## src/rtl/mode_select_fsm.sv

```systemverilog
// Main-menu mode selector for N game modes: qualified key selection, release handshakes,
// registered mode bus with enter/exit strobes. Optional idle auto-exit under `MODE_TIMEOUT_EN.
module mode_select_fsm #(
    parameter int NUM_MODES      = 2,
    parameter int MODE_W         = 2,
    parameter int HOLD_CYCLES    = 1,
    parameter int TIMEOUT_CYCLES = 1000000
) (
    input  logic                 clk,
    input  logic                 iReset,
    input  logic [NUM_MODES-1:0] iSel,
    input  logic                 iBack,
    input  logic                 iDone,
    output logic [MODE_W-1:0]    oMode,
    output logic                 oEnter,
    output logic                 oExit
);

    localparam int SEL_W  = (NUM_MODES > 1) ? $clog2(NUM_MODES) : 1;
    localparam int HOLD_W = 16;

    // Elaboration-time parameter sanity checks.
    if (NUM_MODES < 1 || NUM_MODES > 15) begin : g_bad_num_modes
        $error("NUM_MODES out of range");
    end
    if ((1 << MODE_W) < NUM_MODES + 1) begin : g_bad_mode_w
        $error("MODE_W too narrow for NUM_MODES");
    end
    if (HOLD_CYCLES < 1 || HOLD_CYCLES > 65535) begin : g_bad_hold
        $error("HOLD_CYCLES out of range");
    end
    if (TIMEOUT_CYCLES < 1) begin : g_bad_timeout
        $error("TIMEOUT_CYCLES must be positive");
    end

    typedef enum logic [1:0] {
        S_MENU      = 2'd0,
        S_ARM       = 2'd1,
        S_ACTIVE    = 2'd2,
        S_EXIT_WAIT = 2'd3
    } state_t;

    state_t              state_q, state_d;
    logic [HOLD_W-1:0]   hold_cnt_q, hold_cnt_d;
    logic [SEL_W-1:0]    prev_cand_q, prev_cand_d;
    logic                prev_valid_q, prev_valid_d;
    logic [SEL_W-1:0]    sel_q, sel_d;
    logic [MODE_W-1:0]   mode_q, mode_d;
    logic                enter_q, enter_d;
    logic                exit_q, exit_d;

    logic [SEL_W-1:0]    cand;
    logic                cand_valid;
    logic [MODE_W-1:0]   mode_code;
    logic                timeout_hit;

    // Lowest-index pressed key wins when several are held together.
    always_comb begin
        cand       = '0;
        cand_valid = |iSel;
        for (int k = NUM_MODES - 1; k >= 0; k--) begin
            if (iSel[k]) cand = SEL_W'(k);
        end
    end

    assign mode_code = MODE_W'(sel_q) + MODE_W'(1);

`ifdef MODE_TIMEOUT_EN
    localparam int TMO_W = $clog2(TIMEOUT_CYCLES + 1);

    logic [TMO_W-1:0] tmo_cnt_q, tmo_cnt_d, tmo_next;

    always_comb begin
        tmo_next    = '0;
        timeout_hit = 1'b0;
        if (state_q == S_ACTIVE) begin
            if ((iSel != '0) || iDone) tmo_next = '0;
            else                       tmo_next = tmo_cnt_q + TMO_W'(1);
            timeout_hit = (tmo_next == TMO_W'(TIMEOUT_CYCLES));
        end
    end

    // Counter only lives while ACTIVE; it is zero on the entry edge and after any exit.
    always_comb begin
        tmo_cnt_d = '0;
        if (state_d == S_ACTIVE) tmo_cnt_d = tmo_next;
    end

    always_ff @(posedge clk) begin
        if (iReset) tmo_cnt_q <= '0;
        else        tmo_cnt_q <= tmo_cnt_d;
    end
`else
    assign timeout_hit = 1'b0;
`endif

    always_comb begin
        state_d      = state_q;
        hold_cnt_d   = '0;
        prev_cand_d  = cand;
        prev_valid_d = 1'b0;
        sel_d        = sel_q;
        mode_d       = '0;
        enter_d      = 1'b0;
        exit_d       = 1'b0;

        case (state_q)
            S_MENU: begin
                prev_valid_d = cand_valid;
                if (!cand_valid) begin
                    hold_cnt_d = '0;
                end else if (prev_valid_q && (cand == prev_cand_q)) begin
                    hold_cnt_d = (hold_cnt_q == {HOLD_W{1'b1}}) ? hold_cnt_q
                                                                 : hold_cnt_q + HOLD_W'(1);
                end else begin
                    hold_cnt_d = HOLD_W'(1);
                end
                if (cand_valid && (hold_cnt_d >= HOLD_W'(HOLD_CYCLES))) begin
                    sel_d        = cand;
                    state_d      = S_ARM;
                    hold_cnt_d   = '0;
                    prev_valid_d = 1'b0;
                end
            end
            S_ARM: begin
                // Back aborts before the game ever starts, so no strobes fire.
                if (iBack) begin
                    state_d = S_EXIT_WAIT;
                end else if (iSel == '0) begin
                    state_d = S_ACTIVE;
                    mode_d  = mode_code;
                    enter_d = 1'b1;
                end
            end
            S_ACTIVE: begin
                mode_d = mode_code;
                if (iBack || iDone || timeout_hit) begin
                    state_d = S_EXIT_WAIT;
                    mode_d  = '0;
                    exit_d  = 1'b1;
                end
            end
            S_EXIT_WAIT: begin
                if (!iBack) state_d = S_MENU;
            end
            default: begin
                state_d = S_MENU;
            end
        endcase
    end

    always_ff @(posedge clk) begin
        if (iReset) begin
            state_q      <= S_MENU;
            hold_cnt_q   <= '0;
            prev_cand_q  <= '0;
            prev_valid_q <= 1'b0;
            sel_q        <= '0;
            mode_q       <= '0;
            enter_q      <= 1'b0;
            exit_q       <= 1'b0;
        end else begin
            state_q      <= state_d;
            hold_cnt_q   <= hold_cnt_d;
            prev_cand_q  <= prev_cand_d;
            prev_valid_q <= prev_valid_d;
            sel_q        <= sel_d;
            mode_q       <= mode_d;
            enter_q      <= enter_d;
            exit_q       <= exit_d;
        end
    end

    assign oMode  = mode_q;
    assign oEnter = enter_q;
    assign oExit  = exit_q;

endmodule

```

## config.mk

```make
export PLATFORM = sky130hd
export DESIGN_NAME = mode_select_fsm
export DESIGN_NICKNAME = d
export VERILOG_FILES = /design/src/rtl/mode_select_fsm.sv
export SDC_FILE = /design/constraint.sdc
export NUM_CORES = 1
export LEC_CHECK = 0
export CAP_MARGIN = 40
export CORE_ASPECT_RATIO = 0.6
export CORE_MARGIN = 8
export CORE_UTILIZATION = 30
export DETAILED_ROUTE_END_ITERATION = 8
export GPL_TIMING_DRIVEN = 1
export PLACE_DENSITY_LB_ADDON = 0.12
export SYNTH_ARGS = -nofsm -noshare
export SYNTH_HDL_FRONTEND = slang
export SYNTH_SLANG_ARGS = --single-unit
```

## constraint.sdc

```tcl
create_clock -name clk -period 2.2 [get_ports clk]
set_input_delay 0.22 -clock clk [delete_from_list [all_inputs] [get_ports clk]]
set_output_delay 0.22 -clock clk [all_outputs]
set_load 0.02 [all_outputs]
```

==> results of run 1 <==
## synthesized netlist by cell type (all sizes together), types with 3 or more instances
cell type  count
dfxtp         25
nor3           5
xor2           3
a21oi          3
ha             6
nand3          3
nor2          14
o21ai          3
nand2b         5
nand4          6
nand2          7
inv            3
nand4b         3
## layer usage
layer  vias up  wire (um)  GRT usage (%)
li1        535          -              -
met2        30       1106          12.94
met5         -          0              0
met3         2        154          2.963
met1       475       1527          13.16
met4         0         34          3.429
## critical path, stage by stage, from the launching register on
cell and delay, ps:
dfxtp_4 370, and4_1 250, buf_4 160, a21o_1 170
a211oi_1 300, a41oi_1 80, a31o_1 220, o21ai_2 160
nand2b_4 150, mux2_4 290
## cells by family after synthesis
logic type | count (synthesis) | synth area share [%]
buffers and inverters | 4 | 1.268
and+or+nand+nor | 55 | 31.18
muxes | 3 | 2.643
xor gates and xnor gates | 4 | 2.960
adders and majority gates | 6 | 6.342
other | 1 | 0.3168
AOI/OAI and AO/OA | 20 | 13.00
DFF | 25 | 42.28
## sequential cells by signal, summed over array words and instances, names as in the netlist
| register | count |
|---|---|
| oMode | 2 |
| prev_valid_q | 1 |
| oExit | 1 |
| oEnter | 1 |
| prev_cand_q | 1 |
| hold_cnt_q | 16 |
| sel_q | 1 |
| state_q | 2 |
## what timing repair did
item                                    in CTS  in global routing
endpoints found under the setup margin       4                  4
pin swaps                                   13                  6
setup buffers                                2                  1
resized for setup                           14                  3
## final cells by class
class                   instances  area [um2]
clock buffers                   4       45.04
inverters                       3       11.26
flip-flops and latches         25       514.2
well taps                      47       58.81
repair buffers                 39       331.6
multi-input cells             104       794.5
fillers                       346        1967
## worst paths after layout
| check | startpoint | end | slack (ps) |
|---|---|---|---|
| hold reg to reg | sel_q | oMode[0] | 420 |
| hold / removal | sel_q | oMode[0] | 420 |
| setup reg to reg | hold_cnt_q[0] | sel_q | -50 |
| setup / recovery | hold_cnt_q[0] | sel_q | -50 |
## metrics by stage
stage	setup slack (ps)	hold slack, ps	utilization, %
detailed placement	-174.6	407.2	43.46
CTS	-63.38	428.5	46.69
global route	-178.1	463.1	47.16
finish	-50.03	424.1	47.16
global placement	-107.0	424.5	43.46
floorplan	10.52	296.8	-
## power by group through the flow
stage	clock, mW	sequential (mW)	combinational (mW)
finish	0.267	0.537	0.364
global route	0.303	0.545	0.403
CTS	0.284	0.537	0.362
detailed placement	0	0.547	0.334
global placement	0	0.547	0.328
floorplan	0	0.549	0.221
==> qor.tcl, run 1 <==
set qor(post-layout-total-power_mw) 1.168
set qor(finalInstanceArea_um2) 1755
set qor(power.share.clock_pct) 22.9
set qor(final_layout_size_suffix_gt1_share_pct) 32.57
set qor(internal_power_uw) 802.5
set qor(clock_latency_of_the_later_clocked_register_in_the_worst_skew_pair_ps) 260
set qor(grt-ovfl-total) 0
set qor(setup_violations) 2
set qor(failed_checks) {setup timing}
set qor(drt_first_iter_violations) 31
set qor(detailroute.via_count) 1042
set qor(setup-tns-final_ps) -77.17
set qor(setup_repair_after_global_routing_missed_its_margin) {true}
set qor(overall_routing_resource_usage_pct) 9.394
set qor(synthDominantAreaCellType) {dfxtp_1}
set qor(drc) 0
set qor(combinationalPowerShare_pct) 31.2
set qor(tritoncts_clock_tree) {done}
set qor(timing.hold.worst.class) {flop to flop}
set qor(report.final.hold_viol_count) 0
set qor(worst_setup_hold_path_clk_slew_ps) 80
set qor(final.period_utilization_pct) 102.3
set qor(placement.cell_area_um2) 1618
set qor(layout_commonest_cell) {buf_4}
set qor(buffer_ports.inserted) 9
set qor(gp_routability_congestion) 0.8450
set qor(area.growth.synth_to_final_pct) 48.31
set qor(hpwlAfterDp_um) 2257
set qor(criticalPathCategory) {flop to flop}
set qor(placement_rows) 17
set qor(p_per_area_nw_per_um2) 665.3
set qor(p_sw_share_pct) 31.29
set qor(syn-mean-instance-area_um2) 10.03
set qor(synth_async_sr_flop_share_pct) 0
set qor(place.detailed.instances) 215
set qor(worst_r2r_path_depth) 9
set qor(wl_per_cell_um) 12.71
set qor(cts-buffers-inserted) 3
set qor(postSynthRegisterBits) 25
set qor(first_global_vias) 987
set qor(detail_route.first_pass.iterations) 4
set qor(finalMaxSlewViolations) 0
set qor(layout_common_cells) {buf_4 (28), dfxtp_1 (18), conb_1 (16), nor2_1 (14), clkdlybuf4s50_1 (9)}
set qor(finalCriticalPeriod_ps) 2250
set qor(final.setup_skew_ps) 0.5300
set qor(antenna_found_initial) 0
set qor(htreeDepth) 1
set qor(category_of_the_worst_setup_path_launch_point) {flop}
set qor(finish.cell_count_without_fillers) 222
set qor(num-nets-final) 188
set qor(maxCapViolations) 0
set qor(largest_cells_by_area_after_synthesis) {dfxtp_1 (42%), ha_1 (6.3%), nor2_1 (4.4%)}
set qor(global_route_wire_length_before_repair_um) 4830
set qor(cts-hold-fix-buffers) 0
set qor(syn-instance-count) 118
set qor(synth-edff-count) 0
set qor(synthDominantCellAreaShare_pct) 42.28
set qor(worstPathArrival_ps) 2410
set qor(design.core.area_um2) 3722
set qor(floorplan.io_pins) 10
set qor(crit_path_end_kind) {flop}
set qor(grt_start_max_net_pins) 14
set qor(via_per_inst) 4.694
set qor(ys_dominant_reg_cell) {dfxtp_1}
set qor(ctsRootBufferMaster) {clkbuf_8}
set qor(crit_fanout) 4
set qor(area_of_the_die_um2) 6277
set qor(timing.final.ws_setup_ps) -50.03
set qor(synth.yosys.warnings) 0
set qor(p_sw_uw) 365.4
set qor(worst_ir_drop_vdd_mv) 0.3575
set qor(die_width_um) 97.09
set qor(yosysSeqAreaShare_pct) 42.28
set qor(hold_depth) 1
set qor(outcome) {finished, violations left}
set qor(n_antenna_cell) 0
set qor(totalWireLength_um) 2822
set qor(total_leakage_power_nw) 0.7391
set qor(die_h_um) 64.66
set qor(floorplan.initialDensity_pct) 31.80
set qor(yosys.cell_types.count) 43
set qor(clock_tree.buffer_depth) 2
set qor(worst_ep_required_time_ps) 2360
set qor(route.antenna.remaining_nets) 0
set qor(clock_sink_count) 25
set qor(power.share.sequential_pct) 45.9
set qor(fmax_mhz) 444.4
set qor(post_synth_instance_area_um2) 1184
(Power assumes the default switching activity.)
==> run 2, diff against run 1 <==
--- a/config.mk
+++ b/config.mk
@@ -5,6 +5,7 @@
 export SDC_FILE = /design/constraint.sdc
 export NUM_CORES = 1
 export LEC_CHECK = 0
+export ABC_AREA = 1
 export CAP_MARGIN = 40
 export CORE_ASPECT_RATIO = 0.6
 export CORE_MARGIN = 8
==> qor.tcl, run 2 <==
set qor(outcome) {finished clean}
set qor(power.share.clock_pct) 23.8 ;# +0.9 points
set qor(finish.cell_count_without_fillers) 321 ;# +45%
set qor(placement_rows) 20 ;# +3
set qor(report.final.hold_viol_count) 0 ;# unchanged
set qor(criticalPathCategory) {flop to flop}
set qor(largest_cells_by_area_after_synthesis) {dfxtp_1 (33%), nand2_1 (15%), nand3_1 (12%)}
set qor(floorplan.io_pins) 10 ;# unchanged
set qor(layout_common_cells) {nand2_1 (62), nand3_1 (36), inv_1 (29), dfxtp_1 (24), nor2_1 (21)}
set qor(power.share.sequential_pct) 46.9 ;# +1.0 points
set qor(maxCapViolations) 0 ;# unchanged
set qor(p_sw_uw) 388.1 ;# +6.2%
set qor(place.detailed.instances) 317 ;# +47%
set qor(cp_slowest_cell) {dfxtp_1}
set qor(worst_ir_drop_vdd_mv) 0.4516 ;# +26%
set qor(drc) 0 ;# unchanged
set qor(yosysSeqAreaShare_pct) 33.17 ;# -9.1 points
set qor(syn-instance-count) 226 ;# +92%
set qor(post-layout-total-power_mw) 1.149 ;# -1.6%
set qor(n_antenna_cell) 0 ;# unchanged
set qor(critPathMaxStageDelay_ps) 360 ;# about the same
set qor(layout.core_utilization_pct) 36.57 ;# -11 points
set qor(final.period_utilization_pct) 90.50 ;# -12 points
set qor(worstPathArrival_ps) 2160 ;# -250 ps
set qor(grt-ovfl-total) 0 ;# unchanged
set qor(gp_routability_congestion) 0.7786 ;# -7.9%
set qor(crit_start) {hold_cnt_q[1]}
set qor(grt_start_max_net_pins) 15 ;# +1
set qor(hold_slack_ps) 449.7 ;# +25.63 ps
set qor(area.growth.synth_to_final_pct) 20.07
set qor(finalCriticalPeriod_ps) 1991 ;# -258.9 ps
set qor(setup_violations) 0 ;# -2
set qor(tritoncts_clock_tree) {done}
set qor(synthDominantCellAreaShare_pct) 33.17 ;# -9.1 points
set qor(synth.yosys.warnings) 0 ;# unchanged
set qor(global_route_wire_length_before_repair_um) 5947 ;# +23%
set qor(fmax_mhz) 502.2 ;# +13%
set qor(path_cells) {ha_1 -> nand2_1 -> nor2_4 -> nand2_2 -> clkinv_2 -> nand2_8 -> nand2_1 -> nand3_1 -> nand2_1 -> nand3_2 -> nor2_4 -> nand3_4 -> a21oi_1 -> nor2_1}
set qor(num-nets-final) 268 ;# +43%
set qor(finalMaxSlewViolations) 0 ;# unchanged
set qor(clock_sink_count) 25 ;# unchanged
set qor(cts-buffers-inserted) 3 ;# unchanged
set qor(clock_latency_of_the_later_clocked_register_in_the_worst_skew_pair_ps) 270 ;# about the same
set qor(clock_tree.buffer_depth) 2 ;# unchanged
set qor(p_sw_share_pct) 33.78 ;# +2.5 points
set qor(p_per_area_nw_per_um2) 634.3 ;# -4.7%
set qor(drt_first_iter_violations) 87 ;# +180%
set qor(die_h_um) 70.94 ;# +9.7%
set qor(ctsRootBufferMaster) {clkbuf_8}
set qor(finalInstanceArea_um2) 1812 ;# +3.2%
set qor(hpwlAfterDp_um) 2841 ;# +26%
set qor(detail_route.first_pass.iterations) 4 ;# unchanged
set qor(placement.cell_area_um2) 1747 ;# +8.0%
set qor(whs_endpoint) {oMode[1]}
set qor(netlist_top_cells_count) {nand2_1 (62), nand3_1 (36), inv_1 (29)}
set qor(setup.reg_to_reg.worst_slack_ps) 210 ;# +260 ps
set qor(timing.hold.worst.class) {flop to flop}
set qor(overall_routing_resource_usage_pct) 9.692 ;# +0.30 points
set qor(htreeDepth) 1 ;# unchanged
set qor(register_area_um2) 501.7 ;# -2.4%
set qor(postSynthRegisterBits) 25 ;# unchanged
set qor(worst_r2r_path_depth) 14 ;# +5
set qor(largest-register) {hold_cnt_q}
set qor(wl_per_cell_um) 10.57 ;# -17%
set qor(crit_path_end_kind) {flop}
set qor(die_width_um) 107.6 ;# +11%
set qor(internal_power_uw) 761.0 ;# -5.2%
set qor(syn-mean-instance-area_um2) 6.677 ;# -33%
set qor(final_layout_size_suffix_gt1_share_pct) 12.16 ;# -20 points
set qor(synthDominantAreaCellType) {dfxtp_1}
set qor(antenna_found_initial) 0 ;# unchanged
set qor(floorplan.initialDensity_pct) 30.45 ;# -1.3 points
set qor(worst_setup_hold_path_clk_slew_ps) 90 ;# about the same
set qor(rr_endpoint) {state_q[1]}
set qor(area_of_the_die_um2) 7630 ;# +22%
set qor(buffer_ports.inserted) 9 ;# unchanged
set qor(cts-hold-fix-buffers) 0 ;# unchanged
set qor(design.core.area_um2) 4955 ;# +33%
set qor(multi_input_area_um2) 937.1 ;# +18%
set qor(layout_commonest_cell) {nand2_1}
set qor(combinationalPowerShare_pct) 29.3 ;# -1.9 points
set qor(hold_path.startpoint) {sel_q}
set qor(first_global_vias) 1173 ;# +19%
set qor(synth_async_sr_flop_share_pct) 0 ;# unchanged
set qor(total_leakage_power_nw) 0.8772 ;# +19%
set qor(via_per_inst) 4.190 ;# -11%
set qor(detailroute.via_count) 1345 ;# +29%
set qor(most_frequent_cell_on_critical_path) {nand2_1}
set qor(post_synth_instance_area_um2) 1509 ;# +27%
set qor(largest_register_ffs) 16 ;# unchanged
set qor(leading_cell_type_by_number_of_instances_after_synthesis) {nand2_1}
set qor(hold_depth) 2 ;# +1
set qor(layout.filler_cells) 571 ;# +65%
set qor(worstReg2RegStart) {hold_cnt_q[1]}
set qor(totalWireLength_um) 3392 ;# +20%
set qor(synth-edff-count) 0 ;# unchanged
set qor(ys_dominant_reg_cell) {dfxtp_1}
set qor(crit_fanout) 14 ;# +10
set qor(final.setup_skew_ps) 2.041 ;# +1.511 ps
set qor(yosys.cell_types.count) 30 ;# -30%
set qor(category_of_the_worst_setup_path_launch_point) {flop}
set qor(route.antenna.remaining_nets) 0 ;# unchanged
set qor(worst_ep_required_time_ps) 2370 ;# about the same
[run 2: cell count changes in the layout (fill, tap and decap cells not counted), sizes merged, moves of 3 or more]
cell / delta
inv: +29
buf: -26
nor2: +14
xor2: -3
nand4b: -3
nand2b: -5
nand2: +60
nor3: -4
nand3: +35
[run 2: through the flow]
stage                     TNS, ps  setup WS, ps
after global routing       -11.53        -11.53
after detailed placement        0         44.09
after global placement          0         48.44
after floorplan                 0         331.6
after CTS                       0         138.5
final                           0         208.9
[run 2: cell families after synthesis]
kind of cell | share of synthesized area, %
simple gates | 46.93
buf+inv | 9.701
flops | 33.17
compound gates | 4.394
fa+ha+maj | 4.975
xor+xnor | 0.5805
other cells | 0.2485
[run 2: how the worst max path moves through the flow]
stage,to,slack (ps),cells after the start
floorplan,state_q[0],330,15
global placement,state_q[1],50,12
detailed placement,state_q[1],40,12
CTS,state_q[1],140,14
global route,state_q[1],-10,16
finish,state_q[1],210,14
[run 2: cell type report]
| type | count | area share (%) |
|---|---|---|
| multi-input combinational | 180 | 51.73 |
| sequential | 25 | 27.69 |
| inverter | 33 | 6.906 |
| timing repair buffer | 13 | 6.630 |
| tap | 66 | 4.558 |
| clock buffer | 4 | 2.486 |
[run 2: power by group through the flow]
stage	registers [mW]	clock network, mW	logic [mW]
floorplan	0.546	0	0.246
global placement	0.551	0	0.333
detailed placement	0.550	0	0.331
CTS	0.539	0.293	0.333
global route	0.546	0.310	0.378
finish	0.539	0.274	0.336
[run 2: metal layers]
layer / vias to the layer above / global-route usage [%] / wire (um)
li1: 759 / - / -
met1: 575 / 16.25 / 2130
met2: 9 / 11.32 / 1108
met3: 2 / 2.448 / 136
met4: 0 / 1.376 / 17
met5: - / 0 / 0
[run 2: worst max-delay path, delay by kind of cell, from the launching register on]
kind	cells	cell delay, ps
AO/OA/AOI/OAI	1	140
adder cells (fa/ha/maj)	1	200
buffers and inverters	1	100
flip-flops	1	360
AND/OR/NAND/NOR	11	1100
[run 2: timing repair]
action	4_1_cts	5_1_grt
endpoints found under the hold margin	0	0
gates resized for setup	0	4
setup buffers	0	0
setup endpoints to repair	0	3
==> run 3, diff against run 2 <==
--- a/config.mk
+++ b/config.mk
@@ -12,7 +12,7 @@
 export CORE_UTILIZATION = 30
 export DETAILED_ROUTE_END_ITERATION = 8
 export GPL_TIMING_DRIVEN = 1
-export PLACE_DENSITY_LB_ADDON = 0.12
+export PLACE_DENSITY = 0.53
 export SYNTH_ARGS = -nofsm -noshare
 export SYNTH_HDL_FRONTEND = slang
 export SYNTH_SLANG_ARGS = --single-unit
==> qor.tcl, run 3 (synthesis gave the netlist of run 2 again) <==
set qor(finalCriticalPeriod_ps) 1970 ;# -20.66 ps
set qor(dp_slack_ps) 70.49 ;# +26.39 ps
set qor(crit_fanout) 14 ;# unchanged
set qor(layout.core_utilization_pct) 36.89 ;# +0.33 points
set qor(layout_commonest_cell) {nand2_1}
set qor(finalMaxSlewViolations) 0 ;# unchanged
set qor(internal_power_uw) 760.7 ;# about the same
set qor(buffer_ports.inserted) 9 ;# unchanged
set qor(p_per_area_nw_per_um2) 634.3 ;# about the same
set qor(clock_tree.buffer_depth) 2 ;# unchanged
set qor(layout_common_cells) {nand2_1 (62), nand3_1 (36), inv_1 (29), dfxtp_1 (24), nor2_1 (20)}
set qor(setup-tns-final_ps) 0 ;# unchanged
set qor(criticalPathCategory) {flop to flop}
set qor(die_h_um) 70.94 ;# unchanged
set qor(totalWireLength_um) 3455 ;# +1.9%
set qor(crit_path_end_kind) {flop}
set qor(route.antenna.remaining_nets) 0 ;# unchanged
set qor(drc) 0 ;# unchanged
set qor(setup_violations) 0 ;# unchanged
set qor(ctsRootBufferMaster) {clkbuf_8}
set qor(floorplan.io_pins) 10 ;# unchanged
set qor(cts-hold-fix-buffers) 0 ;# unchanged
set qor(first_global_vias) 1287 ;# +9.7%
set qor(worst-path-buf-inv) 1 ;# unchanged
set qor(setup_repair_after_global_routing_missed_its_margin) {false}
set qor(clock_latency_of_the_later_clocked_register_in_the_worst_skew_pair_ps) 270 ;# about the same
set qor(critPathMaxStageDelay_ps) 360 ;# about the same
set qor(largest-register) {hold_cnt_q}
set qor(worst_setup_path_endpoint) {state_q[0]}
set qor(hold_path.startpoint) {sel_q}
set qor(worstReg2RegStart) {hold_cnt_q[0]}
set qor(crit_start) {hold_cnt_q[0]}
set qor(htreeDepth) 1 ;# unchanged
set qor(path_cells) {ha_2 -> nand2_1 -> nor2_4 -> nand2_2 -> inv_4 -> nand2_8 -> nand2_1 -> nand3_1 -> nand2_1 -> nand3_2 -> nor2_4 -> nand3_4 -> a21oi_1 -> nor2_1}
set qor(place.detailed.instances) 316 ;# -0.32%
set qor(clock_sink_count) 25 ;# unchanged
set qor(worstPathArrival_ps) 2140 ;# -20 ps
set qor(via_per_inst) 4.406 ;# +5.2%
set qor(worst_r2r_path_depth) 14 ;# unchanged
set qor(placement_rows) 20 ;# unchanged
set qor(n_antenna_cell) 0 ;# unchanged
set qor(category_of_the_worst_setup_path_launch_point) {flop}
set qor(rr_endpoint) {state_q[0]}
set qor(num-nets-final) 267 ;# -0.37%
set qor(die_width_um) 107.6 ;# unchanged
set qor(overall_routing_resource_usage_pct) 10.16 ;# +0.47 points
set qor(cp_slowest_cell) {dfxtp_1}
set qor(final_layout_size_suffix_gt1_share_pct) 13.39 ;# +1.2 points
set qor(design.core.area_um2) 4955 ;# unchanged
set qor(detail_route.first_pass.iterations) 4 ;# unchanged
set qor(worst_ep_required_time_ps) 2370 ;# about the same
set qor(floorplan.initialDensity_pct) 30.45 ;# unchanged
set qor(timing.hold.worst.class) {flop to flop}
set qor(setup.reg_to_reg.worst_slack_ps) 230 ;# +20 ps
set qor(most_frequent_cell_on_critical_path) {nand2_1}
set qor(power.share.clock_pct) 24.4 ;# +0.6 points
set qor(power.share.sequential_pct) 46.9 ;# about the same
set qor(detailroute.via_count) 1410 ;# +4.8%
set qor(largest_register_ffs) 16 ;# unchanged
set qor(gp_routability_congestion) 0.8616 ;# +11%
set qor(wl_per_cell_um) 10.80 ;# +2.2%
set qor(final.setup_skew_ps) 2.693 ;# +0.6518 ps
set qor(p_sw_uw) 398.9 ;# +2.8%
set qor(area_of_the_die_um2) 7630 ;# unchanged
set qor(cts-buffers-inserted) 3 ;# unchanged
set qor(outcome) {finished clean}
set qor(worst_setup_hold_path_clk_slew_ps) 90 ;# about the same
set qor(finish.cell_count_without_fillers) 320 ;# -0.31%
set qor(maxCapViolations) 0 ;# unchanged
set qor(report.final.hold_viol_count) 0 ;# unchanged
set qor(hpwlAfterDp_um) 2782 ;# -2.1%
set qor(combinationalPowerShare_pct) 28.7 ;# -0.6 points
set qor(area.growth.synth_to_final_pct) 21.14
set qor(timing.final.ws_setup_ps) 229.6 ;# +20.66 ps
set qor(total_leakage_power_nw) 0.8703 ;# -0.79%
set qor(timing.critical_path.max_delay_family) {simple AND/OR/NAND/NOR gates}
set qor(final.period_utilization_pct) 89.56 ;# -0.94 points
set qor(grt_start_max_net_pins) 16 ;# +1
set qor(antenna_found_initial) 0 ;# unchanged
set qor(worst_ir_drop_vdd_mv) 0.2421 ;# -46%
set qor(worstSetupPathDepth) 14 ;# unchanged
set qor(drt_first_iter_violations) 62 ;# -29%
set qor(tritoncts_clock_tree) {done}
set qor(global_route_wire_length_before_repair_um) 6189 ;# +4.1%
set qor(fmax_mhz) 507.5 ;# +1.0%
set qor(hold_slack_ps) 476.2 ;# +26.55 ps
set qor(p_sw_share_pct) 34.40 ;# +0.62 points
set qor(grt-ovfl-total) 0 ;# unchanged
==> run 3: per-layer routing <==
layer  vias up  track usage (%)  part of all wire (%)
met3         5            2.811                   4.6
met5         -                0                     0
li1        762                -                     -
met2        17            12.75                    37
met4         0            2.752                   1.0
met1       626            15.76                    57
==> run 3: worst register-to-register path, delay by kind of cell, from the launching register on <==
| family | cells | cell delay [ps] |
|---|---|---|
| adder cells (fa/ha/maj) | 1 | 200 |
| AND/OR/NAND/NOR | 11 | 1080 |
| buffers and inverters | 1 | 100 |
| AO/OA/AOI/OAI | 1 | 140 |
| flip-flops | 1 | 360 |
==> run 3: metrics by stage <==
stage | total power [mW] | cell area [um2]
after floorplan | 0.7911 | 1565
after global placement | 0.8740 | 1739
after detailed placement | 0.8697 | 1739
after CTS | 1.165 | 1788
after global routing | 1.260 | 1828
final | 1.160 | 1828
==> run 3: power groups by stage <==
stage,Combinational (mW),Clock [mW],Sequential (mW)
6_report,0.333,0.283,0.543
2_1_floorplan,0.246,0,0.546
5_1_grt,0.391,0.315,0.554
3_5_place_dp,0.318,0,0.552
3_3_place_gp,0.322,0,0.552
4_1_cts,0.322,0.302,0.541
==> run 3: repair_timing <==
action	4_1_cts	5_1_grt
endpoints found under the setup margin	0	4
resized for setup	0	10
setup buffers	0	0
==> run 3: area by class of cell <==
class	instances	area, um2
clock buffer	3	41.29
clock inverter	1	7.507
fill	540	3127
inverter	33	126.4
multi-input combinational	180	955.9
sequential	25	501.7
tap	66	82.58
timing repair buffer	12	112.6
==> run 3: worst min-delay path by stage <==
stage | slack [ps] | to | cells past startpoint
after floorplan | 280 | sel_q | 1
after global placement | 460 | oMode[0] | 1
after detailed placement | 460 | oMode[0] | 1
after CTS | 480 | oMode[1] | 2
after global routing | 490 | oMode[1] | 2
final | 480 | oMode[1] | 2
